[src/rtl/class_argmax.sv]
// Final classifier stage: adds a saturating bias to each class dot product and reports the arg-max.
// Optional macro RELU_EN clamps negative biased scores to zero before the compare.
module class_argmax #(
    parameter int NUM_CLASSES = 10,
    parameter int VALUE_SIZE  = 26,
    parameter int IDX_SIZE    = 4
) (
    input  logic                         clk,
    input  logic                         GlobalReset,
    input  logic                         start,
    input  logic                         dp_valid,
    output logic                         dp_ready,
    input  logic signed [VALUE_SIZE-1:0] dp_value,
    input  logic signed [VALUE_SIZE-1:0] dp_bias,
    output logic                         busy,
    output logic                         class_valid,
    output logic        [IDX_SIZE-1:0]   class_idx,
    output logic signed [VALUE_SIZE-1:0] class_score
);

    // state   | meaning
    // IDLE    | waiting for start; dot products ignored
    // COLLECT | accepting one dot product per class
    // DONE    | one-cycle result pulse, then back to IDLE
    typedef enum logic [1:0] {S_IDLE, S_COLLECT, S_DONE} state_t;

    localparam logic signed [VALUE_SIZE-1:0] SCORE_MAX = {1'b0, {(VALUE_SIZE-1){1'b1}}};
    localparam logic signed [VALUE_SIZE-1:0] SCORE_MIN = {1'b1, {(VALUE_SIZE-1){1'b0}}};
    localparam logic [IDX_SIZE-1:0]          LAST_IDX  = IDX_SIZE'(NUM_CLASSES - 1);

    state_t                         state_q, state_d;
    logic        [IDX_SIZE-1:0]     count_q, count_d;
    logic        [IDX_SIZE-1:0]     best_idx_q, best_idx_d;
    logic signed [VALUE_SIZE-1:0]   best_score_q, best_score_d;
    logic        [IDX_SIZE-1:0]     class_idx_q, class_idx_d;
    logic signed [VALUE_SIZE-1:0]   class_score_q, class_score_d;

    logic signed [VALUE_SIZE:0]     sum_wide;
    logic signed [VALUE_SIZE-1:0]   score_sat;
    logic signed [VALUE_SIZE-1:0]   score;
    logic                           accept;
    logic                           take;

    // One extra bit of headroom; overflow shows up as the top two bits disagreeing.
    assign sum_wide = {dp_value[VALUE_SIZE-1], dp_value} + {dp_bias[VALUE_SIZE-1], dp_bias};

    always_comb begin
        score_sat = sum_wide[VALUE_SIZE-1:0];
        if (sum_wide[VALUE_SIZE] != sum_wide[VALUE_SIZE-1]) begin
            score_sat = sum_wide[VALUE_SIZE] ? SCORE_MIN : SCORE_MAX;
        end
    end

`ifdef RELU_EN
    assign score = score_sat[VALUE_SIZE-1] ? '0 : score_sat;
`else
    assign score = score_sat;
`endif

    assign accept = dp_valid && (state_q == S_COLLECT);
    // Strict compare keeps the lower index on ties.
    assign take   = (count_q == '0) || (score > best_score_q);

    always_comb begin
        state_d       = state_q;
        count_d       = count_q;
        best_idx_d    = best_idx_q;
        best_score_d  = best_score_q;
        class_idx_d   = class_idx_q;
        class_score_d = class_score_q;
        case (state_q)
            S_IDLE: begin
                if (start) begin
                    state_d      = S_COLLECT;
                    count_d      = '0;
                    best_idx_d   = '0;
                    best_score_d = '0;
                end
            end
            S_COLLECT: begin
                if (accept) begin
                    count_d = count_q + 1'b1;
                    if (take) begin
                        best_idx_d   = count_q;
                        best_score_d = score;
                    end
                    // Result registers load with the final decision so they are valid during DONE.
                    if (count_q == LAST_IDX) begin
                        state_d       = S_DONE;
                        class_idx_d   = best_idx_d;
                        class_score_d = best_score_d;
                    end
                end
            end
            S_DONE:  state_d = S_IDLE;
            default: state_d = S_IDLE;
        endcase
    end

    always_ff @(posedge clk or posedge GlobalReset) begin
        if (GlobalReset) begin
            state_q       <= S_IDLE;
            count_q       <= '0;
            best_idx_q    <= '0;
            best_score_q  <= '0;
            class_idx_q   <= '0;
            class_score_q <= '0;
        end else begin
            state_q       <= state_d;
            count_q       <= count_d;
            best_idx_q    <= best_idx_d;
            best_score_q  <= best_score_d;
            class_idx_q   <= class_idx_d;
            class_score_q <= class_score_d;
        end
    end

    assign dp_ready    = (state_q == S_COLLECT);
    assign busy        = (state_q != S_IDLE);
    assign class_valid = (state_q == S_DONE);
    assign class_idx   = class_idx_q;
    assign class_score = class_score_q;

endmodule

[config.mk]
export PLATFORM = sky130hd
export DESIGN_NAME = class_argmax
export DESIGN_NICKNAME = d
export VERILOG_FILES = /design/src/rtl/class_argmax.sv
export SDC_FILE = /design/constraint.sdc
export NUM_CORES = 1
export LEC_CHECK = 0
export CELL_PAD_IN_SITES_DETAIL_PLACEMENT = 1
export CELL_PAD_IN_SITES_GLOBAL_PLACEMENT = 2
export CORE_MARGIN = 2
export CORE_UTILIZATION = 35
export CTS_CLUSTER_SIZE = 25
export DETAILED_ROUTE_END_ITERATION = 8
export PLACE_DENSITY_LB_ADDON = 0.1
export SYNTH_ARGS = -nofsm -noshare
export SYNTH_HDL_FRONTEND = slang
export SYNTH_SLANG_ARGS = --single-unit
export TNS_END_PERCENT = 30
[constraint.sdc]
create_clock -name clk -period 6 [get_ports clk]
set_clock_uncertainty 0.2 [all_clocks]
set_input_delay 0.6 -clock clk [delete_from_list [all_inputs] [get_ports clk]]
set_output_delay 0.6 -clock clk [all_outputs]
set_load 0.03 [all_outputs]
# Word-level counts from Yosys, hierarchy flattened
# Cells that the tools add are included.
# totals
in_bits	56
output_inout_bits	33
reg_bits	66
# op_classes
magnitude_cmp	1
eq_ne	7
addsub	2
n_mux	16
reduce_logical	9
# op_table
op	n
$mux W26	5
$pmux W26 S2	1
$add A26 B26 Y27	1
$gt A26 B26 Y1	1
$mux W4	4
$pmux W4 S2	2
$reduce_and A3 Y1	3
$mux W2	3
$add A4 B1 Y4 const B	1
$eq A4 B4 Y1 const B	1
$logic_not A4 Y1	1
$ne A2 B1 Y1 const B	2
$pmux W2 S2	1
$reduce_bool A2 Y1	2
$eq A2 B1 Y1 const B	1
$eq A2 B2 Y1 const B	1
$logic_not A2 Y1	1
$ne A2 B2 Y1 const B	1
$logic_and A1 B1 Y1	1
$logic_or A1 B1 Y1	1
$ne A1 B1 Y1	1

# Logic depth before layout (Yosys ltp)
# Gate-level depths: netlist of the first run.
# logic_depth
depth_word	8
ltp_mapped	28

# Worst setup path after synthesis of the first run
# OpenSTA, ideal clock, no wires.
# synth_path
path_type	input port to flip-flop
from	input port dp_value[14]
to	register best_score_q[22]
t_required_ns	5.682
t_arrival_ns	5.540
path_buffers	3
stages	24
setup_slack_ns	0.142
setup_time_ns	0.118
cell_sequence	ha_1 clkbuf_1 a21oi_1 o21ai_0 a211oi_1 o21bai_1 a41oi_1 o21bai_1 a21o_1 xnor2_1 ha_1 o21ai_1 o311ai_0 a211o_1 ha_1 nand4_2 or4_1 o211a_1 o211a_1 buf_6 nand2b_4 buf_6 and3_1 a21o_1
# synth_via
elab_chain_cells	8
elab_cells_between_ends	9
# synth_lines
item	line	source
start: declaration	13	input logic signed [VALUE_SIZE-1:0] dp_value,
$add A26 B26 Y27 *	45	assign sum_wide = {dp_value[VALUE_SIZE-1], dp_value} + {dp_bias[VALUE_SIZE-1], dp_bias};
$mux W26 / $ne A1 B1 Y1 (equally long branches)	50, 49	
$mux W26 *	49	if (sum_wide[VALUE_SIZE] != sum_wide[VALUE_SIZE-1]) begin
$gt A26 B26 Y1	62	assign take = (count_q == '0) || (score > best_score_q);
$logic_or A1 B1 Y1	62	
$mux W26 *	83	if (take) begin
$mux W26 *	81	if (accept) begin
$pmux W26 S2 *	71	case (state_q)
end signal: assignment	112	best_score_q <= best_score_d;
end: declaration	34	logic signed [VALUE_SIZE-1:0] best_score_q, best_score_d;
# Every way passes the cells marked *; elsewhere a longest branch is shown, timed or not. The select of a mux whose other input is x is not followed.
# A chain may end at the register's enable or synchronous reset.

# Worst setup path after layout of the first run
# layout_path
from	input port dp_bias[7]
to	register class_score_q[4] (netlist: class_score[4])
# layout_via
elab_chain_cells	6
elab_cells_between_ends	7
# layout_lines
item	line	source
start: declaration	14	input logic signed [VALUE_SIZE-1:0] dp_bias,
$add A26 B26 Y27 *	45	
$mux W26 / $ne A1 B1 Y1 (equally long branches)	50, 49	
$mux W26 *	49	
$gt A26 B26 Y1	62	
$logic_or A1 B1 Y1	62	
$mux W26 *	83	
end signal: assignment	114	class_score_q <= class_score_d;
end: declaration	36	logic signed [VALUE_SIZE-1:0] class_score_q, class_score_d;
# Every way passes the cells marked *; elsewhere a longest branch is shown, timed or not.

==> results of run 1 <==
==> what timing repair did <==
item / 4_1_cts / 5_1_grt
setup buffers: 9 / 11
endpoints found under the setup margin: 60 / 60
resized for setup: 32 / 91
gates cloned: 1 / 0
hold buffers: 0 / 0
pin swaps: 14 / 45
==> state kept, by name, summed over array words and instances, names as in the netlist <==
register      cells
class_score      26
best_score_q     26
count_q           4
class_idx         4
best_idx_q        4
state_q           2
==> path summary, 6_finish.rpt <==
path	startpoint	end	slack [ns]	cells after the start
worst max register to register	best_score_q[19]	class_score[4]	2.96	11
worst min-delay path	class_idx[1]	class_idx[1]	0.27	2
worst min register to register	class_idx[1]	class_idx[1]	0.27	2
worst max-delay path	dp_bias[7]	class_score[4]	0.22	26
max in group asynchronous	GlobalReset	class_score[18]	4.38	3
min in group asynchronous	GlobalReset	class_idx[2]	0.64	3
==> metrics by stage <==
step | instances | util | power (W) | area [sq um] | worst slack [ns]
after CTS | 1051 | 0.5156 | 0.003957 | 7780 | 0.007236
after detailed placement | 1026 | 0.4825 | 0.003277 | 7281 | -0.9073
after global placement | 1026 | 0.4825 | 0.003170 | 7281 | -0.5943
after global routing | 1062 | 0.5483 | 0.004394 | 8273 | -0.05116
after floorplan | 656 | - | 0.002228 | 5351 | 0.1417
final | 1062 | 0.5483 | 0.004076 | 8273 | 0.2227
==> tightest hold or removal path, stage by stage (launching register included) <==
cell     delay (ns)
dfrtp_1        0.34
nand2_1        0.04
o21ai_0        0.06
==> metal layers <==
layer,part of all wire,vias to the layer above
met2,0.51,103
met5,0,-
met1,0.44,2802
met3,0.037,24
met4,0.016,0
li1,-,2764
==> area by class of cell <==
| class | count | area [sq um] |
|---|---|---|
| clock inverter | 5 | 53.80 |
| tap | 188 | 235.2 |
| multi-input combinational | 501 | 3764 |
| clock buffer | 10 | 239.0 |
| inverter | 55 | 206.4 |
| sequential | 66 | 1652 |
| fill | 1767 | 6817 |
| timing repair buffer | 237 | 2123 |
==> cells in the mapped netlist, types with 10 or more instances <==
| master | number |
|---|---|
| a21o_1 | 12 |
| a21oi_1 | 62 |
| clkbuf_1 | 20 |
| dfrtp_1 | 66 |
| ha_1 | 57 |
| inv_1 | 54 |
| nand2_1 | 86 |
| nand3_1 | 41 |
| nand4_1 | 13 |
| nor2_1 | 28 |
| o21ai_0 | 40 |
| o21ai_1 | 19 |
| o31ai_1 | 10 |
| xnor2_1 | 10 |
| xor2_1 | 13 |
==> layout by cell type (no fill, tap or decap), drive strengths merged, types with 13 or more instances in the layout <==
| master | n |
|---|---|
| nand3 | 41 |
| dfrtp | 66 |
| ha | 57 |
| clkdlybuf4s50 | 61 |
| nand4 | 14 |
| a21oi | 64 |
| xor2 | 13 |
| nor2 | 29 |
| buf | 149 |
| nand2 | 86 |
| o21ai | 60 |
| dlymetal6s2s | 25 |
| inv | 56 |
==> logic make-up after synthesis <==
| logic type | Yosys count | synth area share |
|---|---|---|
| compound gates | 199 | 0.2308 |
| xor+xnor | 23 | 0.03764 |
| fa+ha+maj | 58 | 0.1370 |
| buf+inv | 90 | 0.07505 |
| flops | 66 | 0.3086 |
| mux | 11 | 0.02151 |
| simple gates | 209 | 0.1894 |
==> where the power goes <==
part	switching [W]	internal, W	leakage (nW)
logic	0.00147	0.00128	3.04
clock network	0.000206	0.000330	0.148
registers	0.000142	0.000654	0.836
total	0.00182	0.00226	4.03
==> flow_summary.json, run 1 <==
{
  "status": "complete, no violations",
  "crit_buf_inv": 4,
  "cts_made_buffers": 9,
  "slowest_delay_ns": 0.50,
  "clock_latency_ns": 0.34,
  "slew_headroom": 0.4147,
  "path_max_fanout": 7,
  "drt_first_pass_iters": 4,
  "grt_pass1_wl_mm": 30.59,
  "netlist_top_cells_area": "dfrtp_1 (31%), ha_1 (13%), nand2_1 (6.0%)",
  "hold_viol": 0,
  "setup_violations": 0,
  "holdWs_ns": 0.2745,
  "yosysTopAreaCellShare": 0.3086,
  "cellLeakagePower_nw": 4.025,
  "yosysTopAreaCell": "dfrtp_1",
  "nets": 984,
  "ys_ff_latch": 66,
  "async_flop_share": 1.000,
  "n_antenna_cell": 0,
  "grtUsageMet1": 0.2928,
  "grt.overflow.total": 0,
  "syn_inst": 656,
  "first_global_vias": 6073,
  "clock-root-buffer": "clkbuf_16",
  "ant_nets": 0,
  "syn_to_final_growth_pct": 54.59,
  "cpLargestDelayFamily": "compound AO/OA/AOI/OAI gates",
  "tns_ns": 0,
  "synth_area_sq_um": 5351,
  "vias_per_cell": 5.361,
  "yosysSeqAreaShare": 0.3086,
  "hpwl_mm": 14.58,
  "wl_per_cell_um": 18.24,
  "drc": 0,
  "pin_count": 89,
  "yosys_most_used_dff": "dfrtp_1",
  "synth_edf_count": 0,
  "num_vias": 5693,
  "clock-sinks": 66,
  "grt_usage": 0.2367,
  "initial_utilization": 0.3546,
  "power_density_nw_per_um2": 492.7,
  "critPathArrivalTime_ns": 5.78,
  "grt-busiest-layer": "met2",
  "cap_violations": 0,
  "gp_congestion": 0.8709,
  "port_buffers": 88,
  "antenna_found_initial": 0,
  "fmax_mhz": 173.1,
  "syn_avg_cell_area_sq_um": 8.158,
  "die-area_sq_um": 16290,
  "cts_tree": "yes",
  "worstSetupEndpointType": "flop",
  "core_sq_um": 15090,
  "fp.dieW_um": 127.7,
  "grt_max_degree": 67,
  "synthesis.nets": 770,
  "path_class": "in2reg",
  "routed_wl_mm": 19.37,
  "clk_path_buf_depth": 2,
  "die_h_um": 127.7,
  "use_met3": 0.04549,
  "cpMaxStageDelayCell": "or4_4",
  "drv_slew": 0,
  "yosys_warnings": 0,
  "period_minus_slack_ns": 5.777,
  "use_met2": 0.4228,
  "hold_class": "reg2reg",
  "critPathLaunchType": "primary input",
  "crit_required_ns": 6.00,
  "fin_crit_sh": 0.9629,
  "drt_iter0_markers": 239,
  "vdd_drop_max_v": 0.0001987,
  "worstMarginPinSlew_ns": 0.8780,
  "rows": 45,
  "h-tree-depth": 3,
  "synth_cell_types": 63,
  "drive_gt1_frac": 0.2712,
  "path_clk_slew_ns": 0.06
}
Power figures use the tool's default switching activity.
==> inputs of run 2 (changes only) <==
Settings changed: CORE_UTILIZATION 35 to 29, GPL_ROUTABILITY_DRIVEN set to 0.
Clock period 6 ns to 5.3 ns, I/O delays scaled along.
==> run 2 against run 1 <==
The flow now finishes with violations (negative setup slack). Setup slack lost 0.46 ns. Global-route usage decreased by 4.2 points. Via count is essentially flat. Non-clock buffer count grew 22. Highest routed layer unchanged. Sequential power grew 16%. Sequential share of layout area down 1.2 points. Critical path type unchanged. Flip-flop and latch count unchanged. Design area up 6.6%. Utilization shrank 5.9 points. Clock power rose by 14%.
==> flow_summary.json, run 2 (synthesis gave the netlist of run 1 again) <==
{
  "antenna_found_initial": 0,
  "pre_cts_slack_ns": -1.218,
  "grt.overflow.total": 0,
  "hold_class": "reg2reg",
  "path_max_fanout": 7,
  "vias_per_cell": 5.052,
  "fp.dieW_um": 139.8,
  "whs_path_depth": 2,
  "nets": 1006,
  "core_sq_um": 18020,
  "rrSetupSlack_ns": 2.27,
  "reg2reg_depth": 10,
  "comb_power_share": 0.699,
  "drt_first_pass_iters": 4,
  "netSwitchingFraction": 0.4308,
  "drv_slew": 0,
  "clock-sinks": 66,
  "cellLeakagePower_nw": 4.047,
  "final_cell_mix": "buf_4 (155), nand2_1 (83), dfrtp_1 (66), clkdlybuf4s50_1 (56)",
  "cap_violations": 0,
  "path_class": "in2reg",
  "clock-root-buffer": "clkbuf_16",
  "seq_power_share": 0.181,
  "fin_crit_sh": 1.045,
  "drt_iter0_markers": 158,
  "rsz0062_at_grt": "true",
  "grt_max_degree": 67,
  "initial_utilization": 0.2969,
  "worstMarginPinSlew_ns": 0.8885,
  "die_h_um": 139.8,
  "slew_headroom": 0.4076,
  "port_buffers": 88,
  "worstSetupEndpointType": "flop",
  "grt_pass1_wl_mm": 30.91,
  "power_switching_w": 0.002197,
  "die-area_sq_um": 19560,
  "pin_count": 89,
  "clkPwrFrac": 0.120,
  "setup_violations": 56,
  "status": "finished with violations",
  "r2r_end": "class_score[10]",
  "hold_viol": 0,
  "vdd_drop_max_v": 0.0002876,
  "cts_tree": "yes",
  "rows": 49,
  "hpwl_mm": 14.68,
  "final_common_cell": "buf_4",
  "drive_gt1_frac": 0.3434,
  "internal_power_w": 0.002903,
  "cts_made_buffers": 9,
  "cpMaxStageDelayCell": "or4_4",
  "critPathArrivalTime_ns": 5.60,
  "wl_per_cell_um": 17.28,
  "cpLargestDelayFamily": "compound AO/OA/AOI/OAI gates",
  "clk_path_buf_depth": 2,
  "num_vias": 5689,
  "crit_required_ns": 5.35,
  "violations": "negative setup slack",
  "crit_buf_inv": 5,
  "slowest_delay_ns": 0.59,
  "period_minus_slack_ns": 5.541,
  "holdWs_ns": 0.2791,
  "ant_nets": 0,
  "syn_to_final_growth_pct": 64.79,
  "n_antenna_cell": 0,
  "critPathLaunchType": "primary input",
  "first_global_vias": 6161,
  "clock_latency_ns": 0.33,
  "routed_wl_mm": 19.45,
  "worstHoldEndpoint": "class_idx[2]",
  "h-tree-depth": 3,
  "hold_start": "class_idx[2]",
  "drc": 0,
  "path_clk_slew_ns": 0.05,
  "grt_usage": 0.1945,
  "setup_slack_ns": -0.2410,
  "reg2reg_from": "best_score_q[19]",
  "power_density_nw_per_um2": 578.4,
  "fmax_mhz": 180.5
}
## run 2: changes by cell type in the layout (fill, tap and decap cells not counted), sizes merged
cell           delta
clkbuf            +5
dlygate4sd2      +19
dlymetal6s2s     -22
inv               -1
clkinv            -2
clkdlybuf4s50     -5
buf              +26
clkdlybuf4s15     +3
## run 2: tightest hold or removal path: cells and delay by family (launching register included)
| family | cells | cell delay (ns) |
|---|---|---|
| flops | 1 | 0.34 |
| simple gates | 2 | 0.10 |
## run 2: final cells by class
| cell class | count | area, sq um |
|---|---|---|
| flip-flops and latches | 66 | 1652 |
| clock inverters | 2 | 35.03 |
| multi-input cells | 501 | 4063 |
| fillers | 2081 | 9206 |
| clock buffers | 14 | 264.0 |
| well taps | 229 | 286.5 |
| repair buffers | 259 | 2307 |
| inverters | 55 | 211.5 |
## run 2: metrics by stage
stage                     TNS [ns]    util  cell area (sq um)  instances  total power [W]
after floorplan            -0.5249       -               5588        656         0.002586
after global placement      -51.00  0.4275               7705       1083         0.003723
after detailed placement    -65.24  0.4275               7705       1083         0.003821
after CTS                   -14.73  0.4673               8423       1116         0.004744
after global routing        -21.09  0.4892               8818       1126         0.005471
final                       -8.889  0.4892               8818       1126         0.005100
## run 2: worst max path at each step
stage,from,to,cells after the start
6_report,dp_value[11],class_score[10],25
5_1_grt,dp_bias[1],class_score[10],26
4_1_cts,dp_bias[1],class_score[19],26
3_5_place_dp,dp_value[1],class_score[24],25
3_3_place_gp,dp_value[1],class_score[19],26
2_1_floorplan,dp_value[2],best_score_q[22],25
## run 2: power groups by stage
| stage | Sequential (W) | Combinational, W | Clock, W |
|---|---|---|---|
| final | 0.000924 | 0.00357 | 0.000611 |
| after CTS | 0.000919 | 0.00320 | 0.000622 |
| after floorplan | 0.00106 | 0.00153 | 0 |
| after detailed placement | 0.000913 | 0.00291 | 0 |
| after global placement | 0.000898 | 0.00283 | 0 |
| after global routing | 0.000957 | 0.00386 | 0.000649 |
## run 2: what timing repair did
item	CTS	global route
cloned	1	3
endpoints found under the setup margin	60	60
gates resized for setup	112	64
setup buffers	16	8
pin swaps	53	27
hold buffers	0	0
## run 2: layer usage
metal | part of all wire | GRT usage
met5 | 0 | 0
met4 | 0.014 | 0.04842
met3 | 0.022 | 0.02030
met2 | 0.51 | 0.3535
met1 | 0.45 | 0.2462
==> inputs of run 3 (changes only) <==
Settings changed: CORE_MARGIN 2 to 4, PLACE_DENSITY set to 0.75, PLACE_DENSITY_LB_ADDON 0.1 to not set.
==> run 3 against run 2 <==
The flow still finishes with violations (negative setup slack). Utilization down 0.39 points. Routed wire length up 5.0%. Flip-flop and latch count unchanged. Clock-buffer cell count fell by 2. Critical path type unchanged.
==> flow_summary.json, run 3 (synthesis gave the netlist of run 1 again) <==
{
  "grt.overflow.total": 0,
  "fmax_mhz": 181.4,
  "cts_tree": "yes",
  "cap_violations": 0,
  "hold_viol": 0,
  "num_vias": 5850,
  "rows": 49,
  "slew_headroom": 0.4016,
  "status": "finished with violations",
  "cts_made_buffers": 9,
  "wl_per_cell_um": 18.08,
  "violations": "negative setup slack",
  "reg2reg_from": "best_score_q[13]",
  "fin_crit_sh": 1.040,
  "fp.dieW_um": 143.8,
  "clock_latency_ns": 0.33,
  "grt_max_degree": 67,
  "utilization": 0.4854,
  "startpoint": "dp_bias[1]",
  "cellLeakagePower_nw": 4.067,
  "final_common_cell": "buf_4",
  "setup_slack_ns": -0.2115,
  "setup_violations": 60,
  "drt_first_pass_iters": 4,
  "crit_buf_inv": 6,
  "postCtsHoldBufs": 0,
  "antenna_found_initial": 0,
  "path_max_fanout": 7,
  "hpwl_mm": 14.71,
  "drive_gt1_frac": 0.3511,
  "drc": 0,
  "postLayoutCellArea_sq_um": 8778,
  "worstMarginPinSlew_ns": 0.8975,
  "pre_cts_slack_ns": -1.328,
  "n_antenna_cell": 0,
  "top_layer": "met4",
  "grt_pass1_wl_mm": 32.54,
  "hold_class": "reg2reg",
  "crit_required_ns": 5.29,
  "core_sq_um": 18090,
  "wl_met2_mm": 10.77,
  "port_buffers": 88,
  "h-tree-depth": 3,
  "crit_path_end": "class_score[3]",
  "wl_met1_mm": 8.693,
  "rsz0062_at_grt": "true",
  "cpLargestDelayFamily": "compound AO/OA/AOI/OAI gates",
  "rrSetupSlack_ns": 2.28,
  "place_area_sq_um": 7637,
  "vias_per_cell": 5.182,
  "worstSetupEndpointType": "flop",
  "routed_wl_mm": 20.42,
  "die_h_um": 143.8,
  "syn_to_final_growth_pct": 64.04,
  "route.met3.wl_um": 710,
  "initial_utilization": 0.2959,
  "period_minus_slack_ns": 5.512,
  "slowest_delay_ns": 0.61,
  "critPathLaunchType": "primary input",
  "drt_iter0_markers": 168,
  "nets": 1010,
  "pin_count": 89,
  "cpMaxStageDelayCell": "or4_4",
  "first_global_vias": 6382,
  "critPathArrivalTime_ns": 5.50,
  "vdd_drop_max_v": 0.0002392,
  "grt_usage": 0.1950,
  "clock-root-buffer": "clkbuf_16",
  "clock-sinks": 66,
  "cp.depth": 26,
  "reg2reg_depth": 10,
  "die-area_sq_um": 20690,
  "r2r_end": "class_score[3]",
  "power_density_nw_per_um2": 568.4,
  "drv_slew": 0,
  "path_clk_slew_ns": 0.05,
  "ant_nets": 0,
  "path_class": "in2reg",
  "final_cell_mix": "buf_4 (158), nand2_1 (80), dfrtp_1 (66), clkdlybuf4s50_1 (55), inv_1 (52)",
  "clk_path_buf_depth": 2
}
## run 3: cell count changes in the layout (fill, tap and decap cells not counted), sizes merged
cell,before,now
buf,175,180
clkbuf,17,14
dlygate4sd2,19,21
clkdlybuf4s15,3,2
clkdlybuf4s50,56,55
clkinv,1,2
dlymetal6s2s,3,2
nand2b,6,7
## run 3: per-layer routing
layer  vias to the layer above  global-route usage
met3                        16             0.02396
li1                       2821                   -
met4                         0             0.04559
met2                       114              0.3621
met5                         -                   0
met1                      2899              0.2389
## run 3: tightest hold or removal path: cells and delay by family (launching register included)
kind             cells  cell delay [ns]
and+or+nand+nor      2             0.10
DFF                  1             0.34
## run 3: cell type report
| class | count | area (sq um) |
|---|---|---|
| Fill cell | 2102 | 9308 |
| Clock inverter | 3 | 40.04 |
| Inverter | 55 | 211.5 |
| Timing Repair Buffer | 262 | 2243 |
| Tap cell | 229 | 286.5 |
| Multi-Input combinational cell | 502 | 4099 |
| Clock buffer | 12 | 246.5 |
| Sequential cell | 66 | 1652 |
## run 3: worst min-delay path by stage
| stage | slack (ns) | to | cells after the start | start |
|---|---|---|---|---|
| final | 0.27 | class_idx[2] | 2 | class_idx[2] |
| after global routing | 0.30 | class_idx[2] | 2 | class_idx[2] |
| after CTS | 0.27 | class_idx[2] | 2 | class_idx[2] |
| after detailed placement | 0.26 | class_idx[2] | 2 | class_idx[2] |
| after global placement | 0.25 | class_idx[2] | 2 | class_idx[2] |
| after floorplan | 0.24 | state_q[0] | 1 | state_q[1] |
## run 3: report_power, final
| part | switching [W] | internal (W) |
|---|---|---|
| logic | 0.00182 | 0.00166 |
| clock network | 0.000216 | 0.000373 |
| registers | 0.000175 | 0.000740 |
| total | 0.00221 | 0.00278 |
## run 3: timing repair
action,CTS,global route
pin swaps,32,29
cloned,2,1
setup buffers,23,9
gates resized for setup,133,57
endpoints found under the setup margin,60,60
## run 3: stage by stage
| step | hold WS (ns) | setup TNS, ns | std cells | total power [W] |
|---|---|---|---|---|
| final | 0.2666 | -8.227 | 1129 | 0.004990 |
| after CTS | 0.2685 | -2.508 | 1119 | 0.004701 |
| after detailed placement | 0.2569 | -72.91 | 1079 | 0.003754 |
| after floorplan | 0.2409 | -0.5249 | 656 | 0.002586 |
| after global placement | 0.2529 | -54.63 | 1079 | 0.003627 |
| after global routing | 0.3049 | -24.23 | 1129 | 0.005347 |
==> RTL change 1, RTL diff (settings of run 2) <==
Reset style: synchronous (`GlobalReset`), changed in one clocked block.
--- a/src/rtl/class_argmax.sv
+++ b/src/rtl/class_argmax.sv
@@ -97,7 +97,7 @@
         endcase
     end
 
-    always_ff @(posedge clk or posedge GlobalReset) begin
+    always_ff @(posedge clk) begin
         if (GlobalReset) begin
             state_q       <= S_IDLE;
             count_q       <= '0;
Check against the original RTL: differs if GlobalReset is asserted again (counterexample within 4 cycles, from zero or initial values and one cycle with GlobalReset high); with GlobalReset held inactive, the same outputs for 10 cycles.
==> RTL change 1 against run 2 <==
The run still ends with setup timing left. Routed wire length decreased by 4.6%. Worst setup slack got worse by 0.53 ns. Critical path type unchanged. Sequential cell count unchanged. First-iteration DRC count increased by 16%. Area after synthesis decreased by 7.4%. Design area decreased by 5.5%.
Power is not compared: it rests on default switching activity, and its combinational part moved more than twofold at a synthesized area within 25%.
==> RTL change 1: results (changes against run 2) <==
* Status: finished with violations
* Failing checks: setup timing
* Setup ws final at -0.7696 ns (-0.5286 ns)
* 1st-iter DRT viols at 184 (+16%)
* First-pass GRT wire length at 29.60 mm (-4.2%)
* Internal power at 1.634 mW
* Syn_nets at 691 (-10%)
* Clock transition at path regs at 0.05 ns (about the same)
* R2R setup slack at 2.06 ns (-0.21 ns)
* Dpl hpwl at 13.25 mm (-9.7%)
* Largest net degree at the start of global routing at 65 (-3.0%)
* Vias at 5409 (-4.9%)
* Finish-stage setup viols at 60 (+7.1%)
* Yosys cell types at 65 (+3.2%)
* Top sig layer: met4
* CTS root buffer: clkbuf_16
* Critical path's slowest cell: or4b_4
* Async SR Flop Fraction at 0% (-100 points)
* H-tree levels at 3 (unchanged)
* Worst hold path class: reg2reg
* VDD IR-drop max at 169.5 uV
* Final hold viol count at 0 (unchanged)
* M1 WL at 8.092 mm (-7.6%)
* Fin nets at 929 (-7.7%)
* Fin Setup TNS at -38.72 ns (-29.83 ns)
* WP data arrival at 6.14 ns (+0.54 ns)
* Antenna cells at 0 (unchanged)
* CP max stage delay at 0.50 ns (-0.09 ns)
* CTS buffer count at 9 (unchanged)
* Routed len/inst at 17.87 um (+3.4%)
* Worst skew pair latency at 0.34 ns
* PortBufs at 88 (unchanged)
* Met2 WL post-DR at 9.670 mm (-3.3%)
* DR pass1 iterations at 4 (unchanged)
* Metal3 WL at 569 um (+35%)
* GRT Overall Usage at 20.47% (+1.0 points)
* CTS max path bufs at 2 (unchanged)
* Register area share after synthesis at 26.65% (-4.2 points)
* Ys Warns at 0 (unchanged)
* Synth cell count leaders: 66 x dfxtp_1, 57 x ha_1, 40 x a21oi_1
* Worst-Margin Slew at 0.9654 ns (+0.07686 ns)
* Area after DPL at 0.007109 sq mm (-7.7%)
* Crit-path max FO at 5 (-2)
* Leak at around 3.5 nW
* Layout cells sized above 1 at 36.87% (+2.5 points)
* Delay-heaviest family, CP: compound AO/OA/AOI/OAI gates
* Number of global-route vias before repair at 5722 (-7.1%)
* Initial antenna violation count at 0 (unchanged)
* Top cells by area, synth: dfxtp_1 27%, ha_1 14%, a22o_1 4.9%
RTL change 1: cell types whose count changed in the layout (fill, tap and decap cells not counted), moves of 23 or more:
cell | run 2 | this run
a22o_1 | 1 | 28
dfxtp_1 | 0 | 66
a21oi_1 | 52 | 29
dfrtp_1 | 66 | 0
nand2_1 | 83 | 31
RTL change 1: kinds of logic after synthesis:
| family | Yosys count | synth area share (%) |
|---|---|---|
| flip-flops | 66 | 26.65 |
| AO/OA/AOI/OAI | 192 | 29.10 |
| multiplexers | 2 | 0.4039 |
| AND/OR/NAND/NOR | 162 | 18.37 |
| XOR/XNOR | 25 | 4.417 |
| adder cells (fa/ha/maj) | 58 | 14.79 |
| buffers and inverters | 72 | 6.259 |
RTL change 1: power groups by stage:
stage	Clock, mW	Sequential (mW)	Combinational (mW)
after CTS	0.665	0.525	1.24
after floorplan	0	0.532	0.593
final	0.656	0.526	1.34
after global routing	0.686	0.527	1.46
after detailed placement	0	0.535	1.08
after global placement	0	0.535	1.04
RTL change 1: what timing repair did:
item | in CTS | in global routing
gates resized for setup | 126 | 56
setup buffers | 28 | 11
pin swaps | 60 | 56
hold buffers | 0 | 0
gates cloned | 5 | 0
setup endpoints to repair | 60 | 60
RTL change 1: area by class of cell:
| class | instances | area, sq um |
|---|---|---|
| Clock buffer | 13 | 260.3 |
| Clock inverter | 2 | 60.06 |
| Multi-Input combinational cell | 440 | 3989 |
| Sequential cell | 66 | 1321 |
| Timing Repair Buffer | 259 | 2280 |
| Inverter | 39 | 146.4 |
| Fill cell | 1888 | 8310 |
| Tap cell | 220 | 275.3 |
RTL change 1: final timing paths:
path                         start          endpoint  depth (start not counted)
hold reg to reg       class_idx[2]      class_idx[2]                          2
setup reg to reg  best_score_q[13]  best_score_q[17]                         14
hold / removal        class_idx[2]      class_idx[2]                          2
setup / recovery       dp_bias[18]  best_score_q[17]                         28
RTL change 1: stage by stage:
step | power [mW] | worst slack (ns) | instances | hold slack, ns
after global routing | 2.673 | -1.022 | 1039 | 0.2890
after floorplan | 1.125 | -0.5715 | 577 | 0.2371
after global placement | 1.578 | -1.635 | 980 | 0.2463
after detailed placement | 1.614 | -1.819 | 980 | 0.2516
after CTS | 2.427 | -0.7618 | 1028 | 0.2624
final | 2.524 | -0.7696 | 1039 | 0.2544
RTL change 1: metal layers:
layer | vias to the layer above | global-route usage, %
met3 | 16 | 2.477
met1 | 2660 | 25.33
li1 | 2640 | -
met2 | 93 | 37.39
met4 | 0 | 5.380
met5 | - | 0
==> RTL change 2, RTL diff (config.mk and constraints of run 2) <==
Made on the original files. Build with the macro `RELU_EN` defined.
--- a/src/rtl/class_argmax.sv
+++ b/src/rtl/class_argmax.sv
@@ -1,5 +1,7 @@
 // Final classifier stage: adds a saturating bias to each class dot product and reports the arg-max.
 // Optional macro RELU_EN clamps negative biased scores to zero before the compare.
+`define RELU_EN
+
 module class_argmax #(
     parameter int NUM_CLASSES = 10,
     parameter int VALUE_SIZE  = 26,
Formal check against the unedited RTL: no difference found for any inputs over 10 cycles, from zero or initial values and one cycle with GlobalReset high; that may be too few to reach the edited logic, so the function may still have changed.
==> RTL change 2 against run 2 <==
Worst setup slack gained 0.42 ns. Total power shrank 24%. Routed wire length shrank 6.9%. Global-route usage shrank 0.37 points. Area after synthesis shrank 4.3%. Sequential power is essentially flat. Synthesized cell count shrank 5.6%. Cell count shrank 7.5%. Worst hold slack lost 0.0012 ns. Sequential cell count is the same. Design area shrank 11%. Combinational power shrank 33%. Largest cell class unchanged.
==> RTL change 2: results (changes against run 2) <==
* Status: completed
* WP data arrival at 5.18 ns (-0.42 ns)
* CP Capture Point: class_score[3]
* H-tree levels at 3 (unchanged)
* Number of global-route vias before repair at 5631 (-8.6%)
* Delay-heaviest family, CP: compound AO/OA/AOI/OAI gates
* VDD IR-drop max at 213.2 uV (-26%)
* Critical path's slowest cell: clkdlybuf4s50_1
* Ys Warns at 0 (unchanged)
* PortBufs at 88 (unchanged)
* Crit. Startpoint: dp_value[11]
* R2R setup slack at 2.34 ns (+0.07 ns)
* Register area share after synthesis at 32.24% (+1.4 points)
* Yosys cell types at 60 (-4.8%)
* Vias at 5281 (-7.2%)
* Dpl hpwl at 12.89 mm (-12%)
* CP max stage delay at 0.40 ns (-0.19 ns)
* First-pass GRT wire length at 28.21 mm (-8.7%)
* Layout cells sized above 1 at 26.72% (-7.6 points)
* Clock transition at path regs at 0.06 ns
* Pre-CTS setup slack at -0.5077 ns (+0.7106 ns)
* Top cells by area, synth: dfrtp_1 32%, ha_1 13%, a21oi_1 7.5%
* Reg-to-Reg Start: best_score_q[13]
* Post-Synth Adder-Cell Area at 13.58% (-0.12 points)
* Crit-path max FO at 7 (unchanged)
* Rel. slew slack at 30.41% (-10 points)
* Post-Syn Instances at 619 (-5.6%)
* Mux contribution to synthesized area at 0.5862% (-1.6 points)
* 1st-iter DRT viols at 194 (+23%)
* Setup ws final at 0.1744 ns (+0.4154 ns)
* Reg2Reg Depth at 12 (+2)
* Syn_nets at 730 (-5.2%)
* Leak at 3.717 nW (-8.1%)
* Routed len/inst at 17.39 um (+0.69%)
* CTS buffer count at 9 (unchanged)
* Fin nets at 922 (-8.3%)
* GRT Overall Usage at 19.08% (-0.37 points)
* CTS root buffer: clkbuf_16
* Post-synthesis compound-gate area fraction at 24.89% (+1.8 points)
* Post-Synth XOR/XNOR Area at 3.933% (+0.17 points)
* Synth cell count leaders: 77 x a21oi_1, 72 x nor2_1, 66 x dfrtp_1
* Non-Filler Instances at 1041 (-7.5%)
==> RTL change 2: power by group <==
part / total, mW / switching [mW] / internal [mW]
combinational: 2.38 / 1.31 / 1.08
clock: 0.578 / 0.222 / 0.356
sequential: 0.922 / 0.186 / 0.737
total: 3.88 / 1.72 / 2.17
==> RTL change 2: cell type report <==
cell class / count / area (sq um)
Fill cell: 2017 / 9418
Multi-Input combinational cell: 488 / 3603
Timing Repair Buffer: 205 / 1903
Sequential cell: 66 / 1652
Tap cell: 225 / 281.5
Clock buffer: 15 / 277.8
Inverter: 41 / 153.9
Clock inverter: 1 / 7.507
==> RTL change 2: repair_timing <==
action / in CTS / in global routing
pin swaps: 2 / 42
cloned: 3 / 5
setup endpoints to repair: 55 / 59
gates resized for setup: 9 / 111
buffers inserted: 2 / 15
==> RTL change 2: worst min path at each step <==
| stage | startpoint | endpoint | cells past startpoint |
|---|---|---|---|
| 2_1_floorplan | best_score_q[16] | best_score_q[16] | 2 |
| 3_3_place_gp | class_idx[2] | class_idx[2] | 2 |
| 3_5_place_dp | class_score[25] | class_score[25] | 1 |
| 4_1_cts | class_idx[2] | class_idx[2] | 2 |
| 5_1_grt | class_score[24] | class_score[24] | 2 |
| 6_report | class_score[25] | class_score[25] | 1 |
==> RTL change 2: per-layer routing <==
metal | part of all wire, % | track usage (%)
met1 | 47 | 25.04
met4 | 0.87 | 4.525
met2 | 50 | 33.28
met5 | 0 | 0
met3 | 2.5 | 2.481
==> RTL change 2: through the flow <==
step / hold slack (ns) / instance area (sq um)
floorplan: 0.2633 / 5130
global placement: 0.2546 / 6902
detailed placement: 0.2710 / 6902
CTS: 0.2885 / 7287
global route: 0.3152 / 7879
finish: 0.2779 / 7879
